--- src/rtl/logic_unit_arbiter_if.sv ---
// Request/response bundle between NREQ requesters and the shared logic-unit arbiter.
// The arbiter uses the slave modport; the requester side uses the master modport.
interface logic_unit_arbiter_if #(
    parameter int W    = 8,
    parameter int NREQ = 4,
    parameter int IDW  = 2
);
    logic [NREQ-1:0]   req_valid;
    logic [NREQ-1:0]   req_ready;
    logic [3*NREQ-1:0] req_op;
    logic [W*NREQ-1:0] req_a;
    logic [W*NREQ-1:0] req_b;
    logic              rsp_valid;
    logic              rsp_ready;
    logic [IDW-1:0]    rsp_id;
    logic [W-1:0]      rsp_data;
    logic              rsp_err;
    logic              busy;

    modport slave (
        input  req_valid, req_op, req_a, req_b, rsp_ready,
        output req_ready, rsp_valid, rsp_id, rsp_data, rsp_err, busy
    );

    modport master (
        output req_valid, req_op, req_a, req_b, rsp_ready,
        input  req_ready, rsp_valid, rsp_id, rsp_data, rsp_err, busy
    );
endinterface

--- src/rtl/logic_unit_arbiter.sv ---
// Round-robin arbiter sharing one W-bit bitwise logic unit among NREQ requesters.
// One transaction at a time: accept (IDLE) -> compute (EXEC) -> hold response (RESP).
module logic_unit_arbiter #(
    parameter int W    = 8,
    parameter int NREQ = 4,
    parameter int IDW  = 2
) (
    input  logic                 clk,
    input  logic                 rst,
    logic_unit_arbiter_if.slave  bus
);
    typedef enum logic [1:0] {S_IDLE, S_EXEC, S_RESP} state_t;

    state_t         state_q, state_d;
    logic [IDW-1:0] rr_ptr_q, rr_ptr_d;
    logic [IDW-1:0] gnt_id;
    logic           found;
    logic           accept;

    logic [2:0]     op_q;
    logic [W-1:0]   a_q, b_q;
    logic [IDW-1:0] id_q;
    logic           rsp_valid_q;
    logic [IDW-1:0] rsp_id_q;
    logic [W-1:0]   rsp_data_q;
    logic           rsp_err_q;

    logic [W-1:0]   result;
    logic           result_err;

    // First valid requester at or after rr_ptr, wrapping modulo NREQ.
    always_comb begin
        found  = 1'b0;
        gnt_id = '0;
        for (int k = 0; k < NREQ; k++) begin
            if (!found && bus.req_valid[(int'(rr_ptr_q) + k) % NREQ]) begin
                found  = 1'b1;
                gnt_id = IDW'((int'(rr_ptr_q) + k) % NREQ);
            end
        end
    end

    assign accept   = (state_q == S_IDLE) && found;
    assign rr_ptr_d = IDW'((int'(gnt_id) + 1) % NREQ);

    assign bus.req_ready = (accept && !rst) ? ({{(NREQ-1){1'b0}}, 1'b1} << gnt_id) : '0;

    always_comb begin
        state_d = state_q;
        case (state_q)
            S_IDLE:  if (found) state_d = S_EXEC;
            S_EXEC:  state_d = S_RESP;
            S_RESP:  if (bus.rsp_ready) state_d = S_IDLE;
            default: state_d = S_IDLE;
        endcase
    end

    always_comb begin
        result     = '0;
        result_err = 1'b0;
        case (op_q)
            3'd0:    result = a_q & b_q;
            3'd1:    result = a_q | b_q;
            3'd2:    result = ~a_q;
            3'd3:    result = ~(a_q & b_q);
            3'd4:    result = ~(a_q | b_q);
            3'd5:    result = a_q ^ b_q;
            3'd6:    result = ~(a_q ^ b_q);
            default: result_err = 1'b1;
        endcase
    end

    always_ff @(posedge clk or posedge rst) begin
        if (rst) begin
            state_q     <= S_IDLE;
            rr_ptr_q    <= '0;
            op_q        <= '0;
            a_q         <= '0;
            b_q         <= '0;
            id_q        <= '0;
            rsp_valid_q <= 1'b0;
            rsp_id_q    <= '0;
            rsp_data_q  <= '0;
            rsp_err_q   <= 1'b0;
        end else begin
            state_q <= state_d;
            if (accept) begin
                op_q     <= bus.req_op[3*gnt_id +: 3];
                a_q      <= bus.req_a[W*gnt_id +: W];
                b_q      <= bus.req_b[W*gnt_id +: W];
                id_q     <= gnt_id;
                rr_ptr_q <= rr_ptr_d;
            end
            if (state_q == S_EXEC) begin
                rsp_valid_q <= 1'b1;
                rsp_id_q    <= id_q;
                rsp_data_q  <= result;
                rsp_err_q   <= result_err;
            end
            // Only valid clears on handshake; id/data/err keep their last values.
            if (state_q == S_RESP && bus.rsp_ready) begin
                rsp_valid_q <= 1'b0;
            end
        end
    end

    assign bus.rsp_valid = rsp_valid_q;
    assign bus.rsp_id    = rsp_id_q;
    assign bus.rsp_data  = rsp_data_q;
    assign bus.rsp_err   = rsp_err_q;
    assign bus.busy      = (state_q != S_IDLE);
endmodule
--- src/flat_wrapper.sv ---
// flat-port wrapper written by rule: the top's interface ports become plain ports
module logic_unit_arbiter_flat 
#(
    parameter int W    = 8,
    parameter int NREQ = 4,
    parameter int IDW  = 2
)
  (clk, rst, bus_req_valid, bus_req_op, bus_req_a, bus_req_b, bus_rsp_ready, bus_req_ready, bus_rsp_valid, bus_rsp_id, bus_rsp_data, bus_rsp_err, bus_busy);
  logic_unit_arbiter_if #(.W(W), .NREQ(NREQ), .IDW(IDW)) bus_i ();
  input  logic clk;
  input  logic rst;
  input wire logic [$bits(bus_i.req_valid)-1:0] bus_req_valid;
  input wire logic [$bits(bus_i.req_op)-1:0] bus_req_op;
  input wire logic [$bits(bus_i.req_a)-1:0] bus_req_a;
  input wire logic [$bits(bus_i.req_b)-1:0] bus_req_b;
  input wire logic [$bits(bus_i.rsp_ready)-1:0] bus_rsp_ready;
  output wire logic [$bits(bus_i.req_ready)-1:0] bus_req_ready;
  output wire logic [$bits(bus_i.rsp_valid)-1:0] bus_rsp_valid;
  output wire logic [$bits(bus_i.rsp_id)-1:0] bus_rsp_id;
  output wire logic [$bits(bus_i.rsp_data)-1:0] bus_rsp_data;
  output wire logic [$bits(bus_i.rsp_err)-1:0] bus_rsp_err;
  output wire logic [$bits(bus_i.busy)-1:0] bus_busy;
  assign bus_i.req_valid = bus_req_valid;
  assign bus_i.req_op = bus_req_op;
  assign bus_i.req_a = bus_req_a;
  assign bus_i.req_b = bus_req_b;
  assign bus_i.rsp_ready = bus_rsp_ready;
  assign bus_req_ready = bus_i.req_ready;
  assign bus_rsp_valid = bus_i.rsp_valid;
  assign bus_rsp_id = bus_i.rsp_id;
  assign bus_rsp_data = bus_i.rsp_data;
  assign bus_rsp_err = bus_i.rsp_err;
  assign bus_busy = bus_i.busy;
  logic_unit_arbiter #(.W(W), .NREQ(NREQ), .IDW(IDW)) u_core (.clk(clk), .rst(rst), .bus(bus_i));
endmodule
--- config.mk ---
export PLATFORM = sky130hd
export DESIGN_NAME = logic_unit_arbiter_flat
export DESIGN_NICKNAME = d
export VERILOG_FILES = /design/src/rtl/logic_unit_arbiter_if.sv /design/src/rtl/logic_unit_arbiter.sv /design/src/flat_wrapper.sv
export SDC_FILE = /design/constraint.sdc
export NUM_CORES = 1
export LEC_CHECK = 0
export BUFFER_PORTS_ARGS = -buffer_cell sky130_fd_sc_hd__buf_2
export CORE_ASPECT_RATIO = 1.25
export CORE_MARGIN = 5
export CORE_UTILIZATION = 45
export CTS_CLUSTER_SIZE = 40
export DETAILED_ROUTE_END_ITERATION = 8
export HOLD_SLACK_MARGIN = 0.08
export MAX_ROUTING_LAYER = met4
export PLACE_DENSITY_LB_ADDON = 0.3
export SYNTH_ARGS = -nofsm -noshare
export SYNTH_HDL_FRONTEND = slang
export SYNTH_SLANG_ARGS = --single-unit
--- constraint.sdc ---
create_clock -name clk -period 3.6 [get_ports clk]
set_input_delay 0.72 -clock clk [delete_from_list [all_inputs] [get_ports clk]]
set_output_delay 0.72 -clock clk [all_outputs]
set_load 0.01 [all_outputs]
# --- Word level (Yosys, flattened, before mapping) ---
# Cells that the tools add are included.
totals:
  output_inout_bits: 17
  wordCells: 89
  ff_bits: 37
classes:
  shift: 4
  n_reduce_logical: 19
  bitwise_logic: 10
  mul: 1
  mux: 27
  add_sub_neg: 4
  n_eq_ne: 10
  order_cmp: 4
ops:
  columns: ["op", "count"]
  rows:
  - ["$shiftx A32 B6 Y8", 2]
  - ["$pmux W8 S7", 1]
  - ["$not A8 Y8", 4]
  - ["$mux W1", 14]
  - ["$lt A3 B4 Y1 const B", 3]
  - ["$mux W2", 6]
  - ["$shiftx A12 B5 Y3", 1]
  - ["$eq A3 B3 Y1 const B", 3]
  - ["$and A8 B8 Y8", 1]
  - ["$bmux W1 S2", 4]
  - ["$or A8 B8 Y8", 1]
  - ["$xor A8 B8 Y8", 1]
  - ["$reduce_or A7 Y1", 1]
  - ["$eq A3 B2 Y1 const B", 2]
  - ["$logic_and A1 B1 Y1", 6]
  - ["$pmux W2 S3", 1]
  - ["$reduce_or A2 Y1", 3]
  - ["$add A2 B1 Y2 const B", 2]
  - ["$add A2 B2 Y2 const B", 2]
  - ["$logic_not A1 Y1", 4]
  - ["$mul A2 B2 Y4 const A", 1]
  - ["$mux W4", 1]
  - ["$reduce_bool A2 Y1", 2]
  - ["$shl A1 B2 Y4 const A", 1]
  - ["10 further kinds", 12]

# --- Logic depth before layout (Yosys ltp) ---
# Gate-level depths: netlist of the first run.
depth:
  word_depth: 17
  depth_mapped: 8

# --- Worst setup path after synthesis of the first run ---
# OpenSTA, ideal clock, no wires.
synth_timing:
  path_type: "input port to output port"
  from: "in rst"
  to: "out bus_req_ready[0]"
  n_path_buf: 0
  setup_slack_ns: 0.983
  path_stages: 2
  arrival_time_ns: 1.897
  path_cell_list: "inv_1 > and4_1"
synth_via:
  elab_chain_cells: 3
synth_rtl:
  columns: ["item", "line", "text"]
  rows:
  - ["from (decl)", "flat_wrapper.sv:11", "input logic rst;"]
  - ["$logic_not A1 Y1", "logic_unit_arbiter.sv:46", "assign bus.req_ready = (accept && !rst) ? ({{(NREQ-1){1'b0}}, 1'b1} << gnt_id) : '0;"]
  - ["$logic_and A1 B1 Y1", "logic_unit_arbiter.sv:46", null]
  - ["$mux W4", "logic_unit_arbiter.sv:46", null]
  - ["to (decl)", "flat_wrapper.sv:17", "output wire logic [$bits(bus_i.req_ready)-1:0] bus_req_ready;"]
# Every way passes these cells.

# --- Worst setup path in the final report of the first run ---
layout_timing:
  from: "in bus_req_valid[0]"
  to: "out bus_req_ready[2]"
layout_via:
  elab_chain_cells: 15
layout_rtl:
  columns: ["item", "line", "text"]
  rows:
  - ["from (decl)", "flat_wrapper.sv:12", "input wire logic [$bits(bus_i.req_valid)-1:0] bus_req_valid;"]
  - ["$bmux W1 S2", "logic_unit_arbiter.sv:36", "if (!found && bus.req_valid[(int'(rr_ptr_q) + k) % NREQ]) begin"]
  - ["$mux W1 (implied by the code)", "logic_unit_arbiter.sv:36", null]
  - ["$mux W1", "logic_unit_arbiter.sv:36", null]
  - ["$logic_not A1 Y1", "logic_unit_arbiter.sv:36", null]
  - ["$logic_and A1 B1 Y1", "logic_unit_arbiter.sv:36", null]
  - ["$mux W1", "logic_unit_arbiter.sv:36", null]
  - ["$logic_not A1 Y1", "logic_unit_arbiter.sv:36", null]
  - ["$logic_and A1 B1 Y1", "logic_unit_arbiter.sv:36", null]
  - ["$mux W1", "logic_unit_arbiter.sv:36", null]
  - ["$logic_not A1 Y1", "logic_unit_arbiter.sv:36", null]
  - ["$logic_and A1 B1 Y1", "logic_unit_arbiter.sv:36", null]
  - ["$mux W1", "logic_unit_arbiter.sv:36", null]
  - ["$logic_and A1 B1 Y1", "logic_unit_arbiter.sv:43", "assign accept = (state_q == S_IDLE) && found;"]
  - ["$logic_and A1 B1 Y1", "logic_unit_arbiter.sv:46", null]
  - ["$mux W4 (*)", "logic_unit_arbiter.sv:46", null]
# Every way passes the cells marked *; elsewhere a longest branch is shown, timed or not. The select of a mux whose other input is x is not followed.

==> flow_summary_export.csv, run 1 <==
group,metric,value,unit
clock_network,cts_made_buffers,5,
clock_network,ctsResizeCount,0,
routing,drc_errors,0,
timing,post-route-period-util,83.7,%
synthesis,synth_commonest_cells,"dfrtp_1 (37), o21ai_0 (30), mux2i_1 (27), inv_1 (23), a211oi_1 (22)",
synthesis,synthesis.area,2830,um2
routing,vias_per_cell,5.32,
floorplan,coreArea,6170,um2
grt,grt_antenna_before_repair,0,
synthesis,syn_area_per_cell,9.05,um2
timing,min_period,3.01,ns
routing,post_drt_wl_per_cell,14.4,um
timing,fmax,332,MHz
routing,detail_route.first_pass.iterations,4,
routing,postRouteAntennaNets,0,
cells_and_area,syn2layout_area_growth,20.0,%
synthesis,synthFlopType,"dfrtp_1",
power,clockPowerShare,9.5,%
clock_network,clock_latency,0.28,ns
clock_network,clk_pin_slew,0.08,ns
synthesis,async_reset_ff_share,100,%
worst_setup_path,start_kind,"input port",
min_path,hold_depth,1,
floorplan,die_area,7990,um2
clock_network,clock-sinks,37,
clock_network,htree_levels,2,
timing,setup_tns,0,ns
synthesis,yosys_warnings,0,
routing,drt-initial-drc-count,101,
synthesis,synth_mux_area_share,15.5,%
cells_and_area,insertedDiodeCount,0,
cells_and_area,fin_util,55.1,%
power,leakage,1.73,nW
synthesis,ys_ff_latch,37,
clock_network,cts_tree,"done",
routing,drt-total-wl,6910,um
power,p_seq_share,30.7,%
synthesis,synth.most_common_cell,"dfrtp_1",
floorplan,die_w,81.0,um
power,p_int,1.61,mW
worst_setup_path,reg2reg_depth,4,
floorplan,rows,32,
power,switching_share,45.3,%
clock_network,cts_hold_buffers,0,
cells_and_area,fill_cells,601,
timing,hold_violations,0,
grt,grt_pass1_wl,11700,um
synthesis,synth_area_leader_cell,"dfrtp_1",
grt,gr-usage-all-layers,18.6,%
cells_and_area,nets,494,
worst_setup_path,path_class,"input port to primary output",
grt,gr-total-overflow,0,
timing,setup_viol,0,
worst_setup_path,cp-end-kind,"primary output",
min_path,min_path_type,"register to register",
routing,vias,2558,
synthesis,ys_types,42,
worst_setup_path,cp.arrival,2.29,ns
power,peakVddDrop,0.567,mV
placement,portBuffers,99,
power,power_density,868,nW/um2
grt,grt_pass1_vias,2600,
clock_network,clk_path_buf_depth,2,
synthesis,ys_seq_area_share,32.7,%
cells_and_area,drive_above_1_share,34.1,%
synthesis,synth_fp_nets,412,
synthesis,synth_compound_area_share,23.3,%
synthesis,synth_xor_area_share,0.309,%
synthesis,yosys.area.top_type_share,32.7,%
timing,worst_pin_slew,1.11,ns
synthesis,synth_top_family_by_area,"compound AO/OA/AOI/OAI gates",
run_status,outcome,"completed",
floorplan,initial_core_util,45.9,%
timing,rsz0062_at_grt,"false",
synthesis,synthCells,313,
synthesis,synth_simple_gate_area_share,12.3,%
worst_setup_path,required,2.88,ns
power,power.switching,1.33,mW
placement,hpwlAfterDp,5320,um
grt,grt_max_degree,38,
job,max-cap-violations,0,
power,comb_power_share,59.8,%
worst_setup_path,crit_fanout,22,
floorplan,io_pins,100,
synthesis,synth_edf_count,0,
synthesis,synthAdderAreaFrac,7.07,%
placement,gp_congestion,0.845,
timing,slew_viol_final,0,
floorplan,die_y,98.7,um
clock_network,root_buffer,"clkbuf_8",
clock_network,post_cts_buffers,0,
timing,fin_skew,0.00583,ns
synthesis,synthTopCellsByArea,"dfrtp_1 (33%), mux2i_1 (9.5%), ha_1 (7.1%)",
timing,relSlewSlack,26.1,%
-- through the flow --
stage | worst slack, ns | power [mW] | cells | hold WS [ns] | cell area [um2]
CTS | 0.625 | 2.98 | 481 | 0.480 | 3400
global placement | 0.742 | 2.60 | 473 | 0.460 | 3310
global route | 0.448 | 3.26 | 481 | 0.504 | 3400
detailed placement | 0.625 | 2.68 | 473 | 0.461 | 3310
finish | 0.588 | 2.95 | 481 | 0.474 | 3400
floorplan | 0.983 | 2.32 | 313 | 0.442 | 2830
-- worst max-delay path, cell delays in order --
cell and delay (ns):
buf_2 0.14, inv_1 0.06, o2111ai_1 0.48, nand2_2 0.38, nor4_1 0.31, buf_2 0.20
-- routing by layer --
layer | wire [um] | vias up | GRT usage, %
met3 | 333 | 12 | 2.38
met5 | 0 | - | -
met4 | 114 | 0 | 5.33
li1 | - | 1310 | -
met1 | 2940 | 1165 | 23.1
met2 | 3530 | 71 | 31.4
-- power by group through the flow --
| stage | Sequential [mW] | Clock [mW] | Combinational (mW) |
|---|---|---|---|
| 6_report | 0.904 | 0.280 | 1.76 |
| 3_5_place_dp | 0.914 | 0 | 1.77 |
| 4_1_cts | 0.906 | 0.289 | 1.78 |
| 3_3_place_gp | 0.897 | 0 | 1.70 |
| 2_1_floorplan | 0.788 | 0 | 1.53 |
| 5_1_grt | 0.951 | 0.310 | 2.00 |
-- cell usage in the layout, fill, tap and decap left out, drive strengths merged, types with 2 or more instances in the layout --
master,Yosys,final
a211oi,22,22
a21oi,3,3
and3,19,19
and4,2,2
buf,14,104
clkbuf,15,5
clkinv,0,2
dfrtp,37,37
ha,16,16
inv,24,24
mux2,15,15
mux2i,27,27
nand2,14,14
nand2b,8,8
nor2,5,5
nor4,2,2
o211ai,12,12
o21ai,42,42
o22ai,19,19
or2,3,3
-- state kept, by name, indices dropped and copies added (netlist names) --
signal                cells
u_core.op_q               3
u_core.rr_ptr_q           2
u_core.b_q                8
u_core.a_q                8
u_core.bus.rsp_data       8
u_core.bus.rsp_id         2
u_core.state_q            2
u_core.bus.rsp_valid      1
u_core.bus.rsp_err        1
u_core.id_q               2
-- worst paths after layout --
kind / start / to / slack [ns]
setup / recovery: bus_req_valid[0] / bus_req_ready[2] / 0.59
hold / removal: u_core.bus.rsp_data[2]$_DFFE_PP0P_ / u_core.bus.rsp_data[2]$_DFFE_PP0P_ / 0.47
setup reg to reg: u_core.op_q[1]$_DFFE_PP0P_ / u_core.bus.rsp_data[3]$_DFFE_PP0P_ / 1.45
hold reg to reg: u_core.bus.rsp_data[2]$_DFFE_PP0P_ / u_core.bus.rsp_data[2]$_DFFE_PP0P_ / 0.47
max in group asynchronous: rst / u_core.bus.rsp_data[4]$_DFFE_PP0P_ / 2.69
min in group asynchronous: rst / u_core.a_q[7]$_DFFE_PP0P_ / 0.59
-- layout make-up --
type                       instances  area [um2]  share of cell area [%]
clock inverter                     3        17.5                   0.515
clock buffer                       5        68.8                    2.03
sequential                        37         926                    27.2
multi-input combinational        223        1660                    48.7
tap                               85         106                    3.13
inverter                          24        90.1                    2.65
timing repair buffer             104         533                    15.7
-- cell families after synthesis --
family | Yosys count
AOI/OAI and AO/OA | 103
and+or+nand+nor | 61
buffers and inverters | 53
muxes | 42
DFF | 37
adders and majority gates | 16
xor gates and xnor gates | 1
(Power assumes the default switching activity.)
==> run 2: changes to the inputs <==
--- a/config.mk
+++ b/config.mk
@@ -5,6 +5,7 @@
 export SDC_FILE = /design/constraint.sdc
 export NUM_CORES = 1
 export LEC_CHECK = 0
+export ABC_AREA = 1
 export BUFFER_PORTS_ARGS = -buffer_cell sky130_fd_sc_hd__buf_2
 export CORE_ASPECT_RATIO = 1.25
 export CORE_MARGIN = 5
==> constraint.sdc (replaced) <==
create_clock -name clk -period 2.7 [get_ports clk]
set_input_delay 0.54 -clock clk [delete_from_list [all_inputs] [get_ports clk]]
set_output_delay 0.54 -clock clk [all_outputs]
set_load 0.01 [all_outputs]
==> run 2 against run 1 <==
  * Sequential cell count stayed put
  * Clock-buffer cell count stayed put
  * Critical endpoint unchanged
  * Synthesized cell count rose by 64%
  * Largest cell class unchanged
  * Largest power group unchanged
==> flow_summary_export.csv, run 2 <==
group,metric,value,unit
floorplan,die_y,104,um
timing,setup_viol,0,
power,power_density,1500,nW/um2
placement,placed_cell_area,3690,um2
placement,hpwlAfterDp,6440,um
cells_and_area,insertedDiodeCount,0,
floorplan,coreArea,6930,um2
worst_setup_path,cp.arrival,2.02,ns
placement,gp_congestion,0.981,
synthesis,synthCells,513,
cells_and_area,fin_area,3840,um2
synthesis,synth_commonest_cells,"nand2_1 (268), inv_1 (41), nand4_1 (38), dfrtp_1 (37), ha_1 (16)",
floorplan,rows,34,
synthesis,synthesis.area,3190,um2
cells_and_area,final_common_cell,"nand2_1",
routing,postRouteAntennaNets,0,
timing,worst_pin_slew,0.586,ns
worst_setup_path,reg2reg_slack,0.50,ns
run_status,outcome,"completed",
worst_setup_path,reg2reg_depth,14,
worst_setup_path,cp-end-kind,"primary output",
timing,post-route-period-util,94.7,%
power,peakVddDrop,0.823,mV
power,power,5.74,mW
cells_and_area,fin_util,55.3,%
synthesis,yosys_warnings,0,
worst_setup_path,reg2reg_to,"u_core.a_q[6]$_DFFE_PP0P_",
synthesis,synth_edf_count,0,
grt,gr-usage-all-layers,19.8,%
timing,hold_ws,0.385,ns
synthesis,synth_fp_nets,612,
clock_network,clk_path_buf_depth,2,
min_path,min_path_type,"input port to asynchronous set/reset pin",
routing,vias,3557,
grt,grt_pass1_vias,3367,
routing,drc_errors,0,
worst_setup_path,path_class,"register to primary output",
grt,grt_max_degree,40,
clock_network,cts_hold_buffers,0,
synthesis,ys_types,28,
floorplan,die_area,8890,um2
placement,dp_slack,0.385,ns
timing,relSlewSlack,60.8,%
synthesis,synth.most_common_cell,"nand2_1",
clock_network,clk_pin_slew,0.08,ns
clock_network,root_buffer,"clkbuf_8",
cells_and_area,nets,702,
grt,gr-total-overflow,0,
floorplan,initial_core_util,46.0,%
clock_network,cts_made_buffers,5,
routing,post_drt_wl_per_cell,12.4,um
worst_setup_path,required,2.16,ns
worst_setup_path,crit_top_cell,"nand3_2",
routing,detail_route.first_pass.iterations,6,
timing,setup_tns,0,ns
clock_network,htree_levels,2,
worst_setup_path,reg2reg_from,"u_core.rr_ptr_q[0]$_DFFE_PP0P_",
worst_setup_path,crit_chain,"clkbuf_2, nand2_1, nand3_1, nand2_2, nor2_4, nand3_2, nand3_2, inv_2, nor3_1, buf_2",
synthesis,synthFlopType,"dfrtp_1",
grt,grt_pass1_wl,14600,um
timing,hold_violations,0,
synthesis,synth_area_leader_cell,"nand2_1",
cells_and_area,syn2layout_area_growth,20.1,%
placement,portBuffers,99,
synthesis,ys_seq_area_share,29.0,%
worst_setup_path,start_kind,"register",
routing,drt-total-wl,8580,um
worst_setup_path,max_stage_delay,0.43,ns
timing,worst_slack,0.144,ns
worst_setup_path,critical_path.top_delay_family,"simple AND/OR/NAND/NOR gates",
placement,dp.cells,684,
synthesis,synthTopCellsByArea,"nand2_1 (32%), dfrtp_1 (29%), nand4_1 (7.4%)",
worst_setup_path,startpoint,"u_core.rr_ptr_q[0]$_DFFE_PP0P_",
grt,grt_antenna_before_repair,0,
synthesis,async_reset_ff_share,100,%
worst_setup_path,crit_fanout,6,
floorplan,io_pins,100,
routing,drt-initial-drc-count,117,
floorplan,die_w,85.3,um
cells_and_area,fill_cells,699,
cells_and_area,fin_cells,694,
worst_setup_path,worst-path-buf-inv,3,
worst_setup_path,cpMaxStageDelayCell,"dfrtp_2",
routing,vias_per_cell,5.13,
synthesis,ys_ff_latch,37,
power,leakage,2.31,nW
timing,min_period,2.56,ns
cells_and_area,final_cell_mix,"nand2_1 (268), buf_2 (99), inv_1 (41)",
timing,slew_viol_final,0,
clock_network,clock-sinks,37,
timing,fmax,391,MHz
clock_network,cts_tree,"done",
job,max-cap-violations,0,
cells_and_area,drive_above_1_share,21.9,%
synthesis,syn_area_per_cell,6.22,um2
timing,fin_skew,0.00835,ns
synthesis,yosys.area.top_type_share,31.5,%
clock_network,clock_latency,0.29,ns
## run 2: changes by cell type after synthesis, moves of 12 or more
cell | before | now
and3_1 | 19 | 0
o211ai_1 | 12 | 0
nand3_1 | 1 | 14
nand4_1 | 0 | 38
mux2_2 | 15 | 0
a211oi_1 | 22 | 1
inv_1 | 23 | 41
o21ai_0 | 30 | 12
mux2i_1 | 27 | 0
nand2_1 | 13 | 268
## run 2: tightest hold or removal path, delay by kind of cell
family	cells	cell delay, ns
buf+inv	3	0.57
## run 2: worst max path at each step
stage          slack (ns)          endpoint  cells past startpoint
2_1_floorplan        0.25  bus_req_ready[1]                      3
3_3_place_gp         0.48  bus_req_ready[2]                     11
3_5_place_dp         0.39  bus_req_ready[2]                     11
4_1_cts              0.08  bus_req_ready[2]                     11
5_1_grt            -0.004  bus_req_ready[2]                     10
6_report             0.14  bus_req_ready[2]                     10
## run 2: report_power, final
group          switching (mW)  internal (mW)
combinational            2.68           1.42
sequential              0.226          0.842
clock                   0.201          0.367
total                    3.11           2.63
## run 2: kinds of logic (layout without fill, tap and decap cells)
| group | Yosys count | in the layout | synth area share, % |
|---|---|---|---|
| simple gates | 343 | 343 | 45.1 |
| buf+inv | 73 | 164 | 11.2 |
| compound gates | 44 | 44 | 8.43 |
| flops | 37 | 37 | 29.0 |
| fa+ha+maj | 16 | 16 | 6.27 |
## run 2: per-layer routing
metal  global-route usage [%]  up-vias  share of wire (%)
met5                        -        -                  0
met4                     6.00        0                1.5
met3                     2.54       11                6.2
met2                     31.6      133                 48
met1                     26.0     1579                 44
li1                         -     1834                  -
## run 2: area by class of cell
class / instances / area (um2) / share of cell area (%)
Tap cell: 90 / 113 / 2.94
Timing Repair Buffer: 111 / 583 / 15.2
Clock inverter: 3 / 65.1 / 1.70
Clock buffer: 5 / 68.8 / 1.79
Sequential cell: 37 / 927 / 24.2
Multi-Input combinational cell: 403 / 1910 / 49.7
Inverter: 45 / 171 / 4.47
## run 2: what timing repair did
item / in CTS / in global routing
setup buffers: 0 / 2
resized for setup: 0 / 1
endpoints found under the setup margin: 0 / 4
==> run 3: changes to the inputs <==
--- a/config.mk
+++ b/config.mk
@@ -13,7 +13,6 @@
 export CTS_CLUSTER_SIZE = 40
 export DETAILED_ROUTE_END_ITERATION = 8
 export HOLD_SLACK_MARGIN = 0.08
-export MAX_ROUTING_LAYER = met4
 export PLACE_DENSITY_LB_ADDON = 0.3
 export SYNTH_ARGS = -nofsm -noshare
 export SYNTH_HDL_FRONTEND = slang
==> run 3 against run 2 <==
  * Power is 3.6% lower
  * Setup slack improved by 0.020 ns
  * Register-to-register slack better by 0.02 ns
  * Utilization down 0.74 points
  * Critical path type unchanged
  * Highest routed layer unchanged
==> flow_summary_export.csv, run 3 (synthesis gave the netlist of run 2 again) <==
group,metric,value,unit
run_status,outcome,"completed",
timing,rsz0062_at_grt,"false",
floorplan,rows,34,
grt,met1_usage,26.1,%
worst_setup_path,cp.arrival,2.00,ns
grt,grtUsageMet2,31.9,%
timing,fmax,394,MHz
grt,gr-total-overflow,0,
cells_and_area,nets,702,
routing,drt-total-wl,8560,um
routing,detail_route.first_pass.iterations,4,
clock_network,clock_latency,0.29,ns
floorplan,initial_core_util,46.0,%
cells_and_area,insertedDiodeCount,0,
worst_setup_path,reg2reg_from,"u_core.rr_ptr_q[0]$_DFFE_PP0P_",
grt,busiest_layer,"met2",
worst_setup_path,path_class,"register to primary output",
cells_and_area,fin_util,54.6,%
routing,drt-initial-drc-count,146,
cells_and_area,final_cell_mix,"nand2_1 (268), buf_2 (99), inv_1 (41)",
timing,hold_ws,0.382,ns
grt,grt_antenna_before_repair,0,
floorplan,die_y,104,um
floorplan,io_pins,100,
routing,drc_errors,0,
timing,setup_tns,0,ns
worst_setup_path,required,2.16,ns
timing,post-route-period-util,93.9,%
timing,relSlewSlack,61.6,%
worst_setup_path,crit_top_cell,"nand3_2",
worst_setup_path,crit_chain,"clkbuf_2, nand2_1, nand3_1, nand2_2, nor2_4, nand3_2, nand3_2, inv_2, nor3_1, buf_2",
grt,use_met3,3.72,%
timing,fin_skew,0.00427,ns
cells_and_area,syn2layout_area_growth,18.5,%
grt,gr-usage-all-layers,19.6,%
cells_and_area,seq_area,927,um2
worst_setup_path,critical_path.top_delay_family,"simple AND/OR/NAND/NOR gates",
routing,vias_per_cell,5.10,
power,peakVddDrop,0.656,mV
power,power_density,1460,nW/um2
timing,worst_pin_slew,0.574,ns
floorplan,die_w,85.3,um
cells_and_area,drive_above_1_share,21.7,%
worst_setup_path,max_stage_delay,0.44,ns
clock_network,htree_levels,2,
worst_setup_path,worst-path-buf-inv,3,
timing,min_period,2.54,ns
grt,grt_pass1_wl,14900,um
placement,gp_congestion,0.949,
floorplan,coreArea,6930,um2
routing,post_drt_wl_per_cell,12.3,um
grt,grt_max_degree,40,
timing,slew_viol_final,0,
worst_setup_path,startpoint,"u_core.rr_ptr_q[0]$_DFFE_PP0P_",
grt,grt_pass1_vias,3461,
routing,postRouteAntennaNets,0,
worst_setup_path,start_kind,"register",
clock_network,cts_tree,"done",
clock_network,clk_pin_slew,0.07,ns
worst_setup_path,worst-path-stages,10,
clock_network,root_buffer,"clkbuf_8",
cells_and_area,multi_input_area,1910,um2
worst_setup_path,crit_fanout,6,
job,max-cap-violations,0,
cells_and_area,fill_cells,695,
clock_network,clock-sinks,37,
clock_network,clk_path_buf_depth,2,
cells_and_area,final_common_cell,"nand2_1",
worst_setup_path,reg2reg_depth,14,
timing,hold_violations,0,
placement,portBuffers,99,
power,leakage,2.28,nW
floorplan,die_area,8890,um2
clock_network,cts_made_buffers,5,
worst_setup_path,cpMaxStageDelayCell,"dfrtp_2",
placement,hpwlAfterDp,6520,um
min_path,min_path_type,"input port to asynchronous set/reset pin",
worst_setup_path,cp-end-kind,"primary output",
routing,vias,3538,
timing,setup_viol,0,
==> run 3: changes by cell type in the layout (fill, tap and decap cells not counted) <==
cell	delta
clkbuf_1	+1
bufinv_16	-2
clkinv_2	+1
==> run 3: cell type report <==
cell class | count | area share, %
timing repair buffer | 111 | 15.4
clock inverter | 2 | 0.264
inverter | 45 | 4.53
clock buffer | 6 | 1.92
multi-input combinational | 403 | 50.4
tap | 90 | 2.98
sequential | 37 | 24.5
==> run 3: repair_timing <==
item | CTS | global route
endpoints found under the setup margin | 0 | 4
setup buffers | 0 | 2
resized for setup | 0 | 1
endpoints found under the hold margin | 0 | 0
hold buffers | 0 | 0
==> run 3: worst paths after layout <==
kind | end | slack [ns]
worst max-delay path | bus_req_ready[2] | 0.16
worst min-delay path | u_core.rr_ptr_q[1]$_DFFE_PP0P_ | 0.38
worst max register to register | u_core.b_q[0]$_DFFE_PP0P_ | 0.52
worst min register to register | u_core.bus.rsp_id[1]$_DFFE_PP0P_ | 0.47
max in group asynchronous | u_core.rr_ptr_q[0]$_DFFE_PP0P_ | 1.97
min in group clk | u_core.state_q[1]$_DFFE_PP0P_ | 0.45
==> run 3: tightest hold or removal path, stage by stage <==
cell,delay [ns]
buf_2,0.09
inv_1,0.07
buf_4,0.41
==> run 3: metrics by stage <==
step,power [mW],worst slack [ns],std cells,cell area [um2]
6_report,5.53,0.164,694,3780
5_1_grt,6.26,0.0211,694,3780
4_1_cts,5.51,0.0650,692,3770
3_5_place_dp,5.11,0.378,684,3690
3_3_place_gp,5.01,0.474,684,3690
2_1_floorplan,4.37,0.248,513,3190
==> run 3: power breakdown <==
part,total (mW),switching (mW),internal [mW]
Combinational,4.08,2.66,1.42
Clock,0.380,0.201,0.179
Sequential,1.07,0.232,0.842
==> run 3: layer usage <==
layer | wire length [um] | part of all wire (%)
met1 | 3830 | 45
met2 | 3950 | 46
met3 | 605 | 7.1
met4 | 172 | 2.0
met5 | 0 | 0
